--- src/rtl/spi_wb_regs_if.sv ---
// Wishbone slave bus bundle for the SPI register front end.
//   wb_adr_i  byte address, [4:2] selects the register word
//   wb_dat_i  write data          wb_dat_o  registered read data
//   wb_sel_i  byte-lane enables   wb_we_i   write enable
//   wb_stb_i  strobe              wb_cyc_i  bus cycle
//   wb_ack_o  acknowledge         wb_err_o  error response
//   wb_int_o  transfer-done interrupt
interface spi_wb_regs_if;
   logic [4:0]  wb_adr_i;
   logic [31:0] wb_dat_i;
   logic [31:0] wb_dat_o;
   logic [3:0]  wb_sel_i;
   logic        wb_we_i;
   logic        wb_stb_i;
   logic        wb_cyc_i;
   logic        wb_ack_o;
   logic        wb_err_o;
   logic        wb_int_o;

   modport slave (
      input  wb_adr_i, wb_dat_i, wb_sel_i, wb_we_i, wb_stb_i, wb_cyc_i,
      output wb_dat_o, wb_ack_o, wb_err_o, wb_int_o
   );

   modport master (
      output wb_adr_i, wb_dat_i, wb_sel_i, wb_we_i, wb_stb_i, wb_cyc_i,
      input  wb_dat_o, wb_ack_o, wb_err_o, wb_int_o
   );
endinterface

--- src/rtl/spi_wb_regs.sv ---
// Wishbone register file and transfer control for the SPI master core.
// Holds TX/RX data words, CTRL, DIVIDER and SS, and runs the go/busy/done
// handshake toward the shift engine.
//
// Ports:
//   wb_clk_i, wb_rst_ni   clock, asynchronous active-low reset
//   wb                    Wishbone slave bundle (spi_wb_regs_if.slave)
//   go_o                  one-cycle start pulse to the shift engine
//   char_len_o            bits per transfer (0 = 128)
//   lsb_o/tx_neg_o/rx_neg_o  CTRL mode bits
//   divider_o             SCLK divider
//   tx_data_o             transmit data, word0 in [31:0]
//   rx_data_i, done_i     receive data and its one-cycle completion strobe
//   ss_pad_o              slave selects, active low
//
// Build option: define SPI_WB_ERR_EN to answer accesses to 0x1C or to a
// misaligned address with wb_err_o instead of wb_ack_o.
//
// state    | meaning
// ---------+-----------------------------------------------------------
// ST_IDLE  | no transfer; DATA/CTRL/DIVIDER writable
// ST_START | go_o high for this cycle, GO_BSY reads 1
// ST_BUSY  | waiting for done_i from the engine
module spi_wb_regs #(
   parameter int SS_NB  = 8,
   parameter int DIV_W  = 16,
   parameter int DATA_W = 128
) (
   input  logic                wb_clk_i,
   input  logic                wb_rst_ni,
   spi_wb_regs_if.slave        wb,
   output logic                go_o,
   output logic [6:0]          char_len_o,
   output logic                lsb_o,
   output logic                tx_neg_o,
   output logic                rx_neg_o,
   output logic [DIV_W-1:0]    divider_o,
   output logic [DATA_W-1:0]   tx_data_o,
   input  logic [DATA_W-1:0]   rx_data_i,
   input  logic                done_i,
   output logic [SS_NB-1:0]    ss_pad_o
);

`ifdef SPI_WB_ERR_EN
   localparam bit ERR_EN = 1'b1;
`else
   localparam bit ERR_EN = 1'b0;
`endif

   typedef enum logic [1:0] {
      ST_IDLE  = 2'd0,
      ST_START = 2'd1,
      ST_BUSY  = 2'd2
   } state_e;

   state_e             state_q, state_d;
   logic               ack_q, ack_d;
   logic               err_q, err_d;
   logic               int_q, int_d;
   logic [31:0]        dat_q, dat_d;
   logic [3:0][31:0]   tx_q, tx_d;
   logic [3:0][31:0]   rx_q, rx_d;
   logic [6:0]         char_len_q, char_len_d;
   logic               rx_neg_q, rx_neg_d;
   logic               tx_neg_q, tx_neg_d;
   logic               lsb_q, lsb_d;
   logic               ie_q, ie_d;
   logic               ass_q, ass_d;
   logic [DIV_W-1:0]   div_q, div_d;
   logic [SS_NB-1:0]   ss_q, ss_d;

   logic               access;
   logic               bad_adr;
   logic               busy;
   logic               wr;
   logic [2:0]         word;
   logic [31:0]        ctrl_rd;
   logic [31:0]        rd_mux;

   function automatic logic [31:0] lane_merge(input logic [31:0] old_v,
                                              input logic [31:0] new_v,
                                              input logic [3:0]  sel);
      logic [31:0] res;
      for (int i = 0; i < 4; i++) begin
         res[i*8 +: 8] = sel[i] ? new_v[i*8 +: 8] : old_v[i*8 +: 8];
      end
      return res;
   endfunction

   always_comb begin
      access  = wb.wb_cyc_i & wb.wb_stb_i & ~ack_q & ~err_q;
      word    = wb.wb_adr_i[4:2];
      // 0x1C and any sub-word address are never register accesses.
      bad_adr = (word == 3'd7) | (wb.wb_adr_i[1:0] != 2'b00);
      busy    = (state_q != ST_IDLE);
      wr      = access & wb.wb_we_i & ~bad_adr;

      ctrl_rd        = '0;
      ctrl_rd[6:0]   = char_len_q;
      ctrl_rd[8]     = busy;
      ctrl_rd[9]     = rx_neg_q;
      ctrl_rd[10]    = tx_neg_q;
      ctrl_rd[11]    = lsb_q;
      ctrl_rd[12]    = ie_q;
      ctrl_rd[13]    = ass_q;

      case (word)
         3'd0, 3'd1, 3'd2, 3'd3: rd_mux = rx_q[word[1:0]];
         3'd4:                   rd_mux = ctrl_rd;
         3'd5:                   rd_mux = 32'(div_q);
         3'd6:                   rd_mux = 32'(ss_q);
         default:                rd_mux = '0;
      endcase
   end

   always_comb begin
      state_d    = state_q;
      ack_d      = 1'b0;
      err_d      = 1'b0;
      int_d      = int_q;
      dat_d      = '0;
      tx_d       = tx_q;
      rx_d       = rx_q;
      char_len_d = char_len_q;
      rx_neg_d   = rx_neg_q;
      tx_neg_d   = tx_neg_q;
      lsb_d      = lsb_q;
      ie_d       = ie_q;
      ass_d      = ass_q;
      div_d      = div_q;
      ss_d       = ss_q;
      go_o       = 1'b0;

      ack_d = access & ~(bad_adr & ERR_EN);
      err_d = access & bad_adr & ERR_EN;

      if (access & ~wb.wb_we_i & ~bad_adr) begin
         dat_d = rd_mux;
      end

      if (ack_d) begin
         int_d = 1'b0;
      end

      if (wr) begin
         case (word)
            3'd0, 3'd1, 3'd2, 3'd3: begin
               if (!busy) begin
                  tx_d[word[1:0]] = lane_merge(tx_q[word[1:0]], wb.wb_dat_i, wb.wb_sel_i);
               end
            end
            3'd4: begin
               if (!busy) begin
                  if (wb.wb_sel_i[0]) begin
                     char_len_d = wb.wb_dat_i[6:0];
                  end
                  if (wb.wb_sel_i[1]) begin
                     rx_neg_d = wb.wb_dat_i[9];
                     tx_neg_d = wb.wb_dat_i[10];
                     lsb_d    = wb.wb_dat_i[11];
                     ie_d     = wb.wb_dat_i[12];
                     ass_d    = wb.wb_dat_i[13];
                     if (wb.wb_dat_i[8]) begin
                        state_d = ST_START;
                     end
                  end
               end
            end
            3'd5: begin
               if (!busy) begin
                  for (int i = 0; i < DIV_W; i++) begin
                     if (wb.wb_sel_i[i/8]) div_d[i] = wb.wb_dat_i[i];
                  end
               end
            end
            3'd6: begin
               for (int i = 0; i < SS_NB; i++) begin
                  if (wb.wb_sel_i[i/8]) ss_d[i] = wb.wb_dat_i[i];
               end
            end
            default: ;
         endcase
      end

      case (state_q)
         ST_START: begin
            go_o    = 1'b1;
            state_d = ST_BUSY;
         end
         ST_BUSY: begin
            if (done_i) begin
               rx_d    = rx_data_i;
               state_d = ST_IDLE;
               // Set after the clear above so a coinciding access loses.
               if (ie_q) int_d = 1'b1;
            end
         end
         default: ;
      endcase
   end

   always_ff @(posedge wb_clk_i or negedge wb_rst_ni) begin
      if (!wb_rst_ni) begin
         state_q    <= ST_IDLE;
         ack_q      <= 1'b0;
         err_q      <= 1'b0;
         int_q      <= 1'b0;
         dat_q      <= '0;
         tx_q       <= '0;
         rx_q       <= '0;
         char_len_q <= '0;
         rx_neg_q   <= 1'b0;
         tx_neg_q   <= 1'b0;
         lsb_q      <= 1'b0;
         ie_q       <= 1'b0;
         ass_q      <= 1'b0;
         div_q      <= '0;
         ss_q       <= '0;
      end else begin
         state_q    <= state_d;
         ack_q      <= ack_d;
         err_q      <= err_d;
         int_q      <= int_d;
         dat_q      <= dat_d;
         tx_q       <= tx_d;
         rx_q       <= rx_d;
         char_len_q <= char_len_d;
         rx_neg_q   <= rx_neg_d;
         tx_neg_q   <= tx_neg_d;
         lsb_q      <= lsb_d;
         ie_q       <= ie_d;
         ass_q      <= ass_d;
         div_q      <= div_d;
         ss_q       <= ss_d;
      end
   end

   assign wb.wb_ack_o = ack_q;
   assign wb.wb_err_o = err_q;
   assign wb.wb_int_o = int_q;
   assign wb.wb_dat_o = dat_q;
   assign char_len_o  = char_len_q;
   assign lsb_o       = lsb_q;
   assign tx_neg_o    = tx_neg_q;
   assign rx_neg_o    = rx_neg_q;
   assign divider_o   = div_q;
   assign tx_data_o   = tx_q;
   // With ASS set, the selects follow the transfer window automatically.
   assign ss_pad_o    = ass_q ? ~(ss_q & {SS_NB{busy}}) : ~ss_q;

endmodule

--- src/flat_wrapper.sv ---
// flat-port wrapper written by rule: the top's interface ports become plain ports
module spi_wb_regs_flat 
#(
   parameter int SS_NB  = 8,
   parameter int DIV_W  = 16,
   parameter int DATA_W = 128
)
  (wb_clk_i, wb_rst_ni, go_o, char_len_o, lsb_o, tx_neg_o, rx_neg_o, divider_o, tx_data_o, rx_data_i, done_i, ss_pad_o, wb_wb_adr_i, wb_wb_dat_i, wb_wb_sel_i, wb_wb_we_i, wb_wb_stb_i, wb_wb_cyc_i, wb_wb_dat_o, wb_wb_ack_o, wb_wb_err_o, wb_wb_int_o);
  spi_wb_regs_if wb_i ();
  input  logic wb_clk_i;
  input  logic wb_rst_ni;
  output logic go_o;
  output logic [6:0] char_len_o;
  output logic lsb_o;
  output logic tx_neg_o;
  output logic rx_neg_o;
  output logic [DIV_W-1:0] divider_o;
  output logic [DATA_W-1:0] tx_data_o;
  input  logic [DATA_W-1:0] rx_data_i;
  input  logic done_i;
  output logic [SS_NB-1:0] ss_pad_o;
  input wire logic [$bits(wb_i.wb_adr_i)-1:0] wb_wb_adr_i;
  input wire logic [$bits(wb_i.wb_dat_i)-1:0] wb_wb_dat_i;
  input wire logic [$bits(wb_i.wb_sel_i)-1:0] wb_wb_sel_i;
  input wire logic [$bits(wb_i.wb_we_i)-1:0] wb_wb_we_i;
  input wire logic [$bits(wb_i.wb_stb_i)-1:0] wb_wb_stb_i;
  input wire logic [$bits(wb_i.wb_cyc_i)-1:0] wb_wb_cyc_i;
  output wire logic [$bits(wb_i.wb_dat_o)-1:0] wb_wb_dat_o;
  output wire logic [$bits(wb_i.wb_ack_o)-1:0] wb_wb_ack_o;
  output wire logic [$bits(wb_i.wb_err_o)-1:0] wb_wb_err_o;
  output wire logic [$bits(wb_i.wb_int_o)-1:0] wb_wb_int_o;
  assign wb_i.wb_adr_i = wb_wb_adr_i;
  assign wb_i.wb_dat_i = wb_wb_dat_i;
  assign wb_i.wb_sel_i = wb_wb_sel_i;
  assign wb_i.wb_we_i = wb_wb_we_i;
  assign wb_i.wb_stb_i = wb_wb_stb_i;
  assign wb_i.wb_cyc_i = wb_wb_cyc_i;
  assign wb_wb_dat_o = wb_i.wb_dat_o;
  assign wb_wb_ack_o = wb_i.wb_ack_o;
  assign wb_wb_err_o = wb_i.wb_err_o;
  assign wb_wb_int_o = wb_i.wb_int_o;
  spi_wb_regs #(.SS_NB(SS_NB), .DIV_W(DIV_W), .DATA_W(DATA_W)) u_core (.wb_clk_i(wb_clk_i), .wb_rst_ni(wb_rst_ni), .wb(wb_i), .go_o(go_o), .char_len_o(char_len_o), .lsb_o(lsb_o), .tx_neg_o(tx_neg_o), .rx_neg_o(rx_neg_o), .divider_o(divider_o), .tx_data_o(tx_data_o), .rx_data_i(rx_data_i), .done_i(done_i), .ss_pad_o(ss_pad_o));
endmodule
--- config.mk ---
export PLATFORM = sky130hd
export DESIGN_NAME = spi_wb_regs_flat
export DESIGN_NICKNAME = d
export VERILOG_FILES = /design/src/rtl/spi_wb_regs_if.sv /design/src/rtl/spi_wb_regs.sv /design/src/flat_wrapper.sv
export SDC_FILE = /design/constraint.sdc
export NUM_CORES = 1
export LEC_CHECK = 0
export ABC_CLOCK_PERIOD_IN_PS = 2400
export CAP_MARGIN = 0
export CORE_UTILIZATION = 50
export CTS_CLUSTER_SIZE = 8
export DETAILED_ROUTE_END_ITERATION = 6
export PLACE_DENSITY_LB_ADDON = 0.3
export RECOVER_POWER = 100
export REMOVE_ABC_BUFFERS = 1
export SLEW_MARGIN = 20
export SYNTH_ARGS = -nofsm -noshare
export SYNTH_HDL_FRONTEND = slang
export SYNTH_SLANG_ARGS = --single-unit
--- constraint.sdc ---
create_clock -name wb_clk_i -period 2.4 [get_ports wb_clk_i]
set_input_delay 0.72 -clock wb_clk_i [delete_from_list [all_inputs] [get_ports wb_clk_i]]
set_output_delay 0.72 -clock wb_clk_i [all_outputs]
set_load 0.02 [all_outputs]
### Word level (Yosys, flattened, before mapping)

Cells that the tools add are included.

* register bits: 328
* output and inout port bits: 198
* word-level logic and storage cells: 84

* order comparisons: 2
* equal/unequal tests: 9
* muxes and demuxes: 26
* bitwise logic cells: 14
* reductions and logical operators: 12

Operators with widths (count)
* $bmux 32 s2: 2
* $bwmux 128: 1
* $mux 32: 4
* $pmux 32 s4: 1
* $demux 32 s2: 1
* $mux 8: 5
* $not 8->8: 2
* $reduce_and 4->1: 4
* $eq 3x3->1 const B: 4
* $mux 2: 6
* $and 8x8->8: 1
* $and 1x1->1: 6
* $eq 3x2->1 const B: 2
* $reduce_and 3->1: 2
* $mux 1: 5
* $not 1->1: 4
* $pmux 2 s2: 1
* $reduce_bool 2->1: 2
* $reduce_or 4->1: 1
* $eq 3x1->1 const B: 1
* $logic_not 3->1: 1
* $lt 2x3->1 const B: 1
* $eq 2x1->1 const B: 1
* $eq 2x2->1 const B: 1
* 4 further kinds: 4

### Logic depth before layout (Yosys ltp)

Gate-level depths: netlist (run 1).

* depth in word-level cells: 7
* gate-level depth with buffers: 8
* depth with buffers taken out: 5

### Worst setup path before layout (run 1)

Ideal clock, no wire load.

* path kind: in2reg
* start: input wb_wb_adr_i[2]
* end: register u_core.tx_q, in the netlist u_core.tx_data_o[16]
* setup time: 0.125 ns
* arrival: 2.034 ns
* slack: 0.241 ns
* cell stages on the path: 5
* cell sequence: buf_6 -> or2_1 -> or4_1 -> buf_6 -> mux2_4

* longest elaborated chain between the ends: 5
* elaborated cells on any way between the ends: 19
* those cells by class: order compare: 2; eq/ne: 4; mux: 6; bitwise: 3; reduce/logical: 4

RTL lines
* start: declaration: RTL line flat_wrapper.sv:22 `input wire logic [$bits(wb_i.wb_adr_i)-1:0] wb_wb_adr_i;`
* $lt 2x3->1 (implied by the code), or another cell as far along: RTL line spi_wb_regs.sv:149 `tx_d[word[1:0]] = lane_merge(tx_q[word[1:0]], wb.wb_dat_i, wb.wb_sel_i);`
* $logic_and 1x1->1 (implied by the code) / $or 1x1->1 (equally long branches): RTL line spi_wb_regs.sv:149, spi_wb_regs.sv:94
* $mux 32 (implied by the code) / $not 1->1 (equally long branches): RTL line spi_wb_regs.sv:149, spi_wb_regs.sv:96
* $demux 32 s2 / $and 1x1->1 (equally long branches)
* $bwmux 128 / $reduce_and 3->1 (equally long branches)
* end signal: assignment: RTL line spi_wb_regs.sv:225 `tx_q <= tx_d;`
* end: declaration: RTL line spi_wb_regs.sv:61 `logic [3:0][31:0] tx_q, tx_d;`

Parallel ways exist; a longest one is shown, timed or not. The select of a mux whose other input is x is not followed.
A chain may end at the register's enable or synchronous reset.

### Worst setup path in the final report (run 1)

* start: register u_core.tx_q, in the netlist u_core.tx_data_o[99]
* end: output tx_data_o[99]

RTL lines
* end: declaration: RTL line flat_wrapper.sv:18 `output logic [DATA_W-1:0] tx_data_o;`

No word-level cell between the ends.

==> impl_metrics.env, run 1 <==
export IMPL_critPathSlowestCell="clkdlybuf4s50_1"
export IMPL_synth_seq_area_share=0.538
export IMPL_instances_no_fill=1949
export IMPL_drt_wirelength_per_cell_um=24.0
export IMPL_grt_setup_unrepaired="false"
export IMPL_grt_pass1_vias=12900
export IMPL_power_mw=18.3
export IMPL_yosysWarnings=0
export IMPL_die_y_um=177
export IMPL_dp_hpwl_um=32300
export IMPL_syn_inst=1168
export IMPL_path_clk_slew_ns=0.05
export IMPL_ctsHtreeMaxLevel=2
export IMPL_async_flop_share=1.00
export IMPL_reg2reg_depth=8
export IMPL_powerDensity_nw_per_um2=875
export IMPL_grt_overflow_total=0
export IMPL_core_um2=29800
export IMPL_syn_area_um2=15300
export IMPL_clkLatencyLatePin_ns=0.54
export IMPL_endpoint_kind="output port"
export IMPL_startpoint_type="register"
export IMPL_setup_violations=0
export IMPL_syn_to_final_growth_pct=36.7
export IMPL_ir_drop_uv=804
export IMPL_antenna_found_initial=1
export IMPL_slew_headroom=-0.293
export IMPL_crit_chain="clkdlybuf4s50_1"
export IMPL_hold_worst_slack_ns=0.496
export IMPL_clock_path_buffers=3
export IMPL_ys_flop_type="dfrtp_1"
export IMPL_criticalPathCategory="reg -> out"
export IMPL_synthTopCellsByArea="dfrtp_1 54%, mux2_2 13%, mux4_2 6.2%, a41oi_1 4.3%, mux2i_1 3.2%"
export IMPL_start_util=0.512
export IMPL_rows=63
export IMPL_setup_tns_ns=0
export IMPL_grt_max_degree=84
export IMPL_pin_count=373
export IMPL_yosysMostFrequentCell="dfrtp_1"
export IMPL_cts_root_buf="clkbuf_16"
export IMPL_numPlacedInstances=1897
export IMPL_cp_arrival_ns=1.67
export IMPL_dp_slack_ns=-0.204
export IMPL_cp_num_buf_inv=1
export IMPL_synth_edff_count=0
export IMPL_synth_top_area_share=0.538
export IMPL_synth_area_leader_cell="dfrtp_1"
export IMPL_period_needed_ns=2.39
export IMPL_cellLeakagePower_nw=9.25
export IMPL_cp_max_fo=3
export IMPL_finalCritPeriodShare=0.994
export IMPL_post_route_cell_area_um2=20900
export IMPL_finalHoldViolCount=0
export IMPL_critical_path_max_stage_delay_ns=0.69
export IMPL_fp_dieW_um=177
export IMPL_dieArea_um2=31200
export IMPL_cp_top_family="buffers and inverters"
export IMPL_vias_per_cell=6.33
export IMPL_slew_viol_final=39
export IMPL_ys_ff_latch=328
export IMPL_grt_first_pass_wirelength_um=72900
export IMPL_synth_area_per_cell_um2=13.1
export IMPL_cts_tree="yes"
export IMPL_ant_nets=0
export IMPL_place_congestion=0.832
export IMPL_skew_ns=0.0155
export IMPL_placedInstanceArea_um2=20000
export IMPL_postLayoutCoreUtil=0.700
export IMPL_synth_cell_types=48
export IMPL_io_buffers=371
export IMPL_violations="max-capacitance violations, max-slew violations"
export IMPL_drive_above_1_share=0.241
export IMPL_cts_made_buffers=46
export IMPL_hold_class="reg -> reg"
export IMPL_worst_slew_pin_slew_ns=1.94
export IMPL_whs_path_depth=1
export IMPL_grtUsageTotal=0.303
export IMPL_routed_wl_um=46800
export IMPL_drt_iter0_drc=982
export IMPL_required_ns=1.68
export IMPL_fin_nets=1734
export IMPL_worstSetupPathDepth=1
export IMPL_cts_sinks=328
export IMPL_status="finished with violations"
export IMPL_detail_route_first_pass_iterations=5
export IMPL_synth_commonest_cells="328 x dfrtp_1, 176 x mux2_2, 92 x nand2_1"
export IMPL_layout_setup_ws_ns=0.0135
export IMPL_drv_cap=1
export IMPL_drc=0
export IMPL_fill_cells=2077
export IMPL_vias=12300
export IMPL_fmax_ghz=0.419
-- cells in the final DEF, fill, tap and decap left out, types with 8 or more instances in the layout --
master           synthesis  routed
clkbuf_2                 0      17
mux2_1                   0       8
clkbuf_16                0      47
o32a_1                  40      40
dlygate4sd3_1            0     130
dfrtp_1                328     328
buf_4                    4      46
nor2_1                  16      14
mux2_2                 176     175
a31oi_1                 75      75
mux2i_1                 49      49
nand2_1                 92      91
a41oi_1                 75      75
o22ai_1                 20      20
buf_12                   0      11
or2_2                    9       9
nor2b_1                 20      18
clkdlybuf4s50_1          0     229
mux4_2                  42      42
o22a_1                  15      15
nand2b_1                14      14
-- per-layer routing --
layer	share of wire	up-vias	wire length, µm	track usage
met2	0.48	707	22600	0.491
li1	-	5272	-	-
met1	0.39	6232	18100	0.393
met4	0.033	0	1550	0.108
met5	0	-	0	0
met3	0.097	120	4540	0.0790
-- path summary, 6_finish.rpt --
path | startpoint | to | slack, ns
setup / recovery | u_core.tx_data_o[99] | tx_data_o[99] | 0.01
hold / removal | u_core.rx_q[83] | u_core.rx_q[83] | 0.50
setup reg to reg | u_core.state_q[1] | u_core.tx_data_o[118] | 0.19
hold reg to reg | u_core.rx_q[83] | u_core.rx_q[83] | 0.50
max in group asynchronous | wb_rst_ni | u_core.rx_q[32] | 0.29
min in group asynchronous | wb_rst_ni | u_core.tx_data_o[126] | 0.75
-- worst reg2reg max path: stages (launching register included) --
cell and delay (ns):
dfrtp_1 0.39, inv_2 0.09, ha_4 0.14, buf_4 0.15, nand4bb_1 0.15, clkbuf_1 0.15
nor3_1 0.27, clkbuf_1 0.39, mux2_2 0.39
-- final cells by class --
cell class | count | area (µm²) | area share
flip-flops and latches | 328 | 8210 | 0.393
inverters | 7 | 26.3 | 0.00126
well taps | 390 | 488 | 0.0234
repair buffers | 453 | 4390 | 0.211
diodes | 2 | 5.00 | 0.000240
clock inverters | 2 | 32.5 | 0.00156
clock buffers | 47 | 1180 | 0.0564
multi-input cells | 720 | 6540 | 0.313
-- sequential cells by signal, indices dropped and copies added, names as in the netlist, 2 cells and up --
name and cells:
u_core.char_len_o 7, u_core.divider_o 16, u_core.rx_q 128, u_core.ss_q 8, u_core.state_q 2, u_core.tx_data_o 128, u_core.wb.wb_dat_o 32
-- cell families after synthesis --
group	after synthesis	synth area share
multiplexers	275	0.232
buffers and inverters	120	0.0345
AND/OR/NAND/NOR	182	0.0595
flip-flops	328	0.538
adder cells (fa/ha/maj)	3	0.00246
other	1	0.000246
AO/OA/AOI/OAI	259	0.134
-- power breakdown --
group	leakage [nW]	internal, mW	switching, mW	total [mW]
Combinational	4.40	2.72	2.02	4.74
Sequential	4.25	6.97	0.874	7.85
Clock	0.593	3.42	2.26	5.68
-- what timing repair did --
action	in CTS	in global routing
hold buffers	0	0
setup endpoints to repair	9	8
pin swaps	0	1
buffers inserted	1	0
gates resized for setup	32	10
(Power assumes the default switching activity.)
==> run 2: changes to the inputs <==
--- a/config.mk
+++ b/config.mk
@@ -7,6 +7,7 @@
 export LEC_CHECK = 0
 export ABC_CLOCK_PERIOD_IN_PS = 2400
 export CAP_MARGIN = 0
+export CORE_MARGIN = 5
 export CORE_UTILIZATION = 50
 export CTS_CLUSTER_SIZE = 8
 export DETAILED_ROUTE_END_ITERATION = 6
==> run 2 against run 1 <==
  * The run still ends with max-capacitance violations, max-slew violations left
  * Largest cell class unchanged
  * Maximum frequency is 1.4% higher
  * Die area is 9.3% higher
  * Largest power group unchanged
  * Count of clock-buffer cells in the layout stayed put
  * Worst setup slack better by 0.032 ns
  * Clock power hardly changed
  * Sequential cell count stayed put
  * Via count is 0.92% lower
  * Critical path type unchanged
==> impl_metrics.env, run 2 (synthesis results as in run 1) <==
export IMPL_status="finished with violations"
export IMPL_violations="max-capacitance violations, max-slew violations"
export IMPL_cts_tree="yes"
export IMPL_grtUsageTotal=0.280
export IMPL_seqPwrFrac=0.429
export IMPL_drt_iter0_drc=942
export IMPL_place_congestion=0.860
export IMPL_ant_nets=0
export IMPL_setup_violations=0
export IMPL_layout_common_cells="328 x dfrtp_1, 248 x clkdlybuf4s50_1, 176 x mux2_2, 109 x dlygate4sd3_1, 91 x nand2_1"
export IMPL_grt_setup_unrepaired="false"
export IMPL_final_common_cell="dfrtp_1"
export IMPL_drv_cap=1
export IMPL_detail_route_first_pass_iterations=5
export IMPL_ctsHtreeMaxLevel=2
export IMPL_grt_first_pass_wirelength_um=74800
export IMPL_required_ns=1.68
export IMPL_antenna_found_initial=1
export IMPL_startpoint_type="register"
export IMPL_fmax_ghz=0.425
export IMPL_combinationalPowerShare=0.262
export IMPL_internal_power_mw=13.1
export IMPL_cp_num_buf_inv=3
export IMPL_post_route_cell_area_um2=21000
export IMPL_criticalPathCategory="reg -> out"
export IMPL_hold_worst_slack_ns=0.498
export IMPL_sw_frac_of_total=0.280
export IMPL_powerDensity_nw_per_um2=870
export IMPL_grt_max_degree=60
export IMPL_die_y_um=185
export IMPL_cp_top_family="flip-flops"
export IMPL_cp_arrival_ns=1.63
export IMPL_finalCritPeriodShare=0.981
export IMPL_period_needed_ns=2.35
export IMPL_start_util=0.503
export IMPL_regToRegSetupSlack_ns=0.14
export IMPL_grt_overflow_total=0
export IMPL_fill_cells=2214
export IMPL_p_clk_frac=0.309
export IMPL_endpoint_kind="output port"
export IMPL_drc=0
export IMPL_slew_headroom=-0.0902
export IMPL_core_um2=30300
export IMPL_clkLatencyLatePin_ns=0.54
export IMPL_crit_chain="inv_2 > ha_2 > nand2_2 > buf_12 > nand2_1 > buf_2"
export IMPL_cts_hold_buffers=0
export IMPL_finalHoldViolCount=0
export IMPL_drt_wirelength_per_cell_um=24.8
export IMPL_fin_nets=1733
export IMPL_dieArea_um2=34100
export IMPL_reg2reg_depth=9
export IMPL_placedInstanceArea_um2=20000
export IMPL_worstReg2RegEnd="u_core.tx_data_o[121]"
export IMPL_cellLeakagePower_nw=9.23
export IMPL_dp_hpwl_um=33600
export IMPL_io_buffers=371
export IMPL_cp_max_fo=8
export IMPL_skew_ns=0.0166
export IMPL_min_from="u_core.rx_q[113]"
export IMPL_pin_count=373
export IMPL_clock_path_buffers=3
export IMPL_syn_to_final_growth_pct=37.4
export IMPL_rows=64
export IMPL_critical_path_max_stage_delay_ns=0.40
export IMPL_critPathSlowestCell="dfrtp_1"
export IMPL_cts_root_buf="clkbuf_16"
export IMPL_slew_viol_final=56
export IMPL_path_clk_slew_ns=0.05
export IMPL_drive_above_1_share=0.244
export IMPL_cts_made_buffers=46
export IMPL_vias_per_cell=6.26
export IMPL_r2r_start="u_core.state_q[0]"
export IMPL_worst_slew_pin_slew_ns=1.64
export IMPL_fp_dieW_um=185
export IMPL_whs_path_depth=1
export IMPL_cts_sinks=328
export IMPL_switching_power_mw=5.11
export IMPL_min_to="u_core.rx_q[113]"
export IMPL_ir_drop_uv=676
export IMPL_routed_wl_um=48400
export IMPL_vias=12200
export IMPL_grt_pass1_vias=13000
export IMPL_hold_class="reg -> reg"
-- run 2: per-layer routing --
layer / vias to the layer above / wire length (µm) / share of wire / track usage
met5: - / 0 / 0 / 0
met4: 0 / 1720 / 0.036 / 0.0998
met3: 133 / 5840 / 0.12 / 0.0890
met2: 704 / 22900 / 0.47 / 0.449
met1: 6119 / 17900 / 0.37 / 0.363
li1: 5262 / - / - / -
-- run 2: worst max-delay path by stage --
stage	startpoint	endpoint	slack, ns	cells after the start
after CTS	u_core.state_q[0]	ss_pad_o[3]	0.003	6
after floorplan	wb_wb_adr_i[0]	u_core.tx_data_o[32]	-3.27	3
after detailed placement	wb_wb_we_i	u_core.tx_data_o[17]	-0.16	5
after global routing	wb_wb_stb_i	u_core.tx_data_o[44]	0.005	5
final	u_core.state_q[0]	ss_pad_o[6]	0.05	6
after global placement	wb_wb_we_i	u_core.tx_data_o[19]	-0.16	5
-- run 2: layout make-up --
| class | count | area (µm²) | area share |
|---|---|---|---|
| repair buffers | 452 | 4500 | 0.214 |
| clock buffers | 47 | 1180 | 0.0561 |
| multi-input cells | 720 | 6540 | 0.312 |
| diodes | 1 | 2.50 | 0.000119 |
| well taps | 396 | 495 | 0.0236 |
| clock inverters | 2 | 32.5 | 0.00155 |
| inverters | 7 | 26.3 | 0.00125 |
| flip-flops and latches | 328 | 8210 | 0.391 |
-- run 2: repair_timing --
item | CTS | global route
endpoints found under the setup margin | 10 | 10
buffers inserted | 1 | 0
resized for setup | 40 | 8
cloned | 0 | 0
-- run 2: power groups by stage --
stage | sequential (mW) | clock [mW] | combinational (mW)
floorplan | 7.95 | 0 | 2.78
CTS | 7.82 | 5.74 | 4.93
global route | 7.99 | 5.99 | 5.15
global placement | 7.78 | 0 | 4.75
detailed placement | 7.88 | 0 | 4.89
finish | 7.82 | 5.65 | 4.78
-- run 2: metrics by stage --
step           utilization  power (mW)  TNS [ns]  std cells  setup slack, ns
2_1_floorplan            -        10.7   -626.52       1055            -3.27
3_3_place_gp         0.658        12.5     -4.07       1902           -0.158
3_5_place_dp         0.658        12.8     -8.92       1902           -0.163
4_1_cts              0.697        18.5         0       1952          0.00287
5_1_grt              0.691        19.1         0       1953          0.00525
6_report             0.691        18.2         0       1953           0.0454
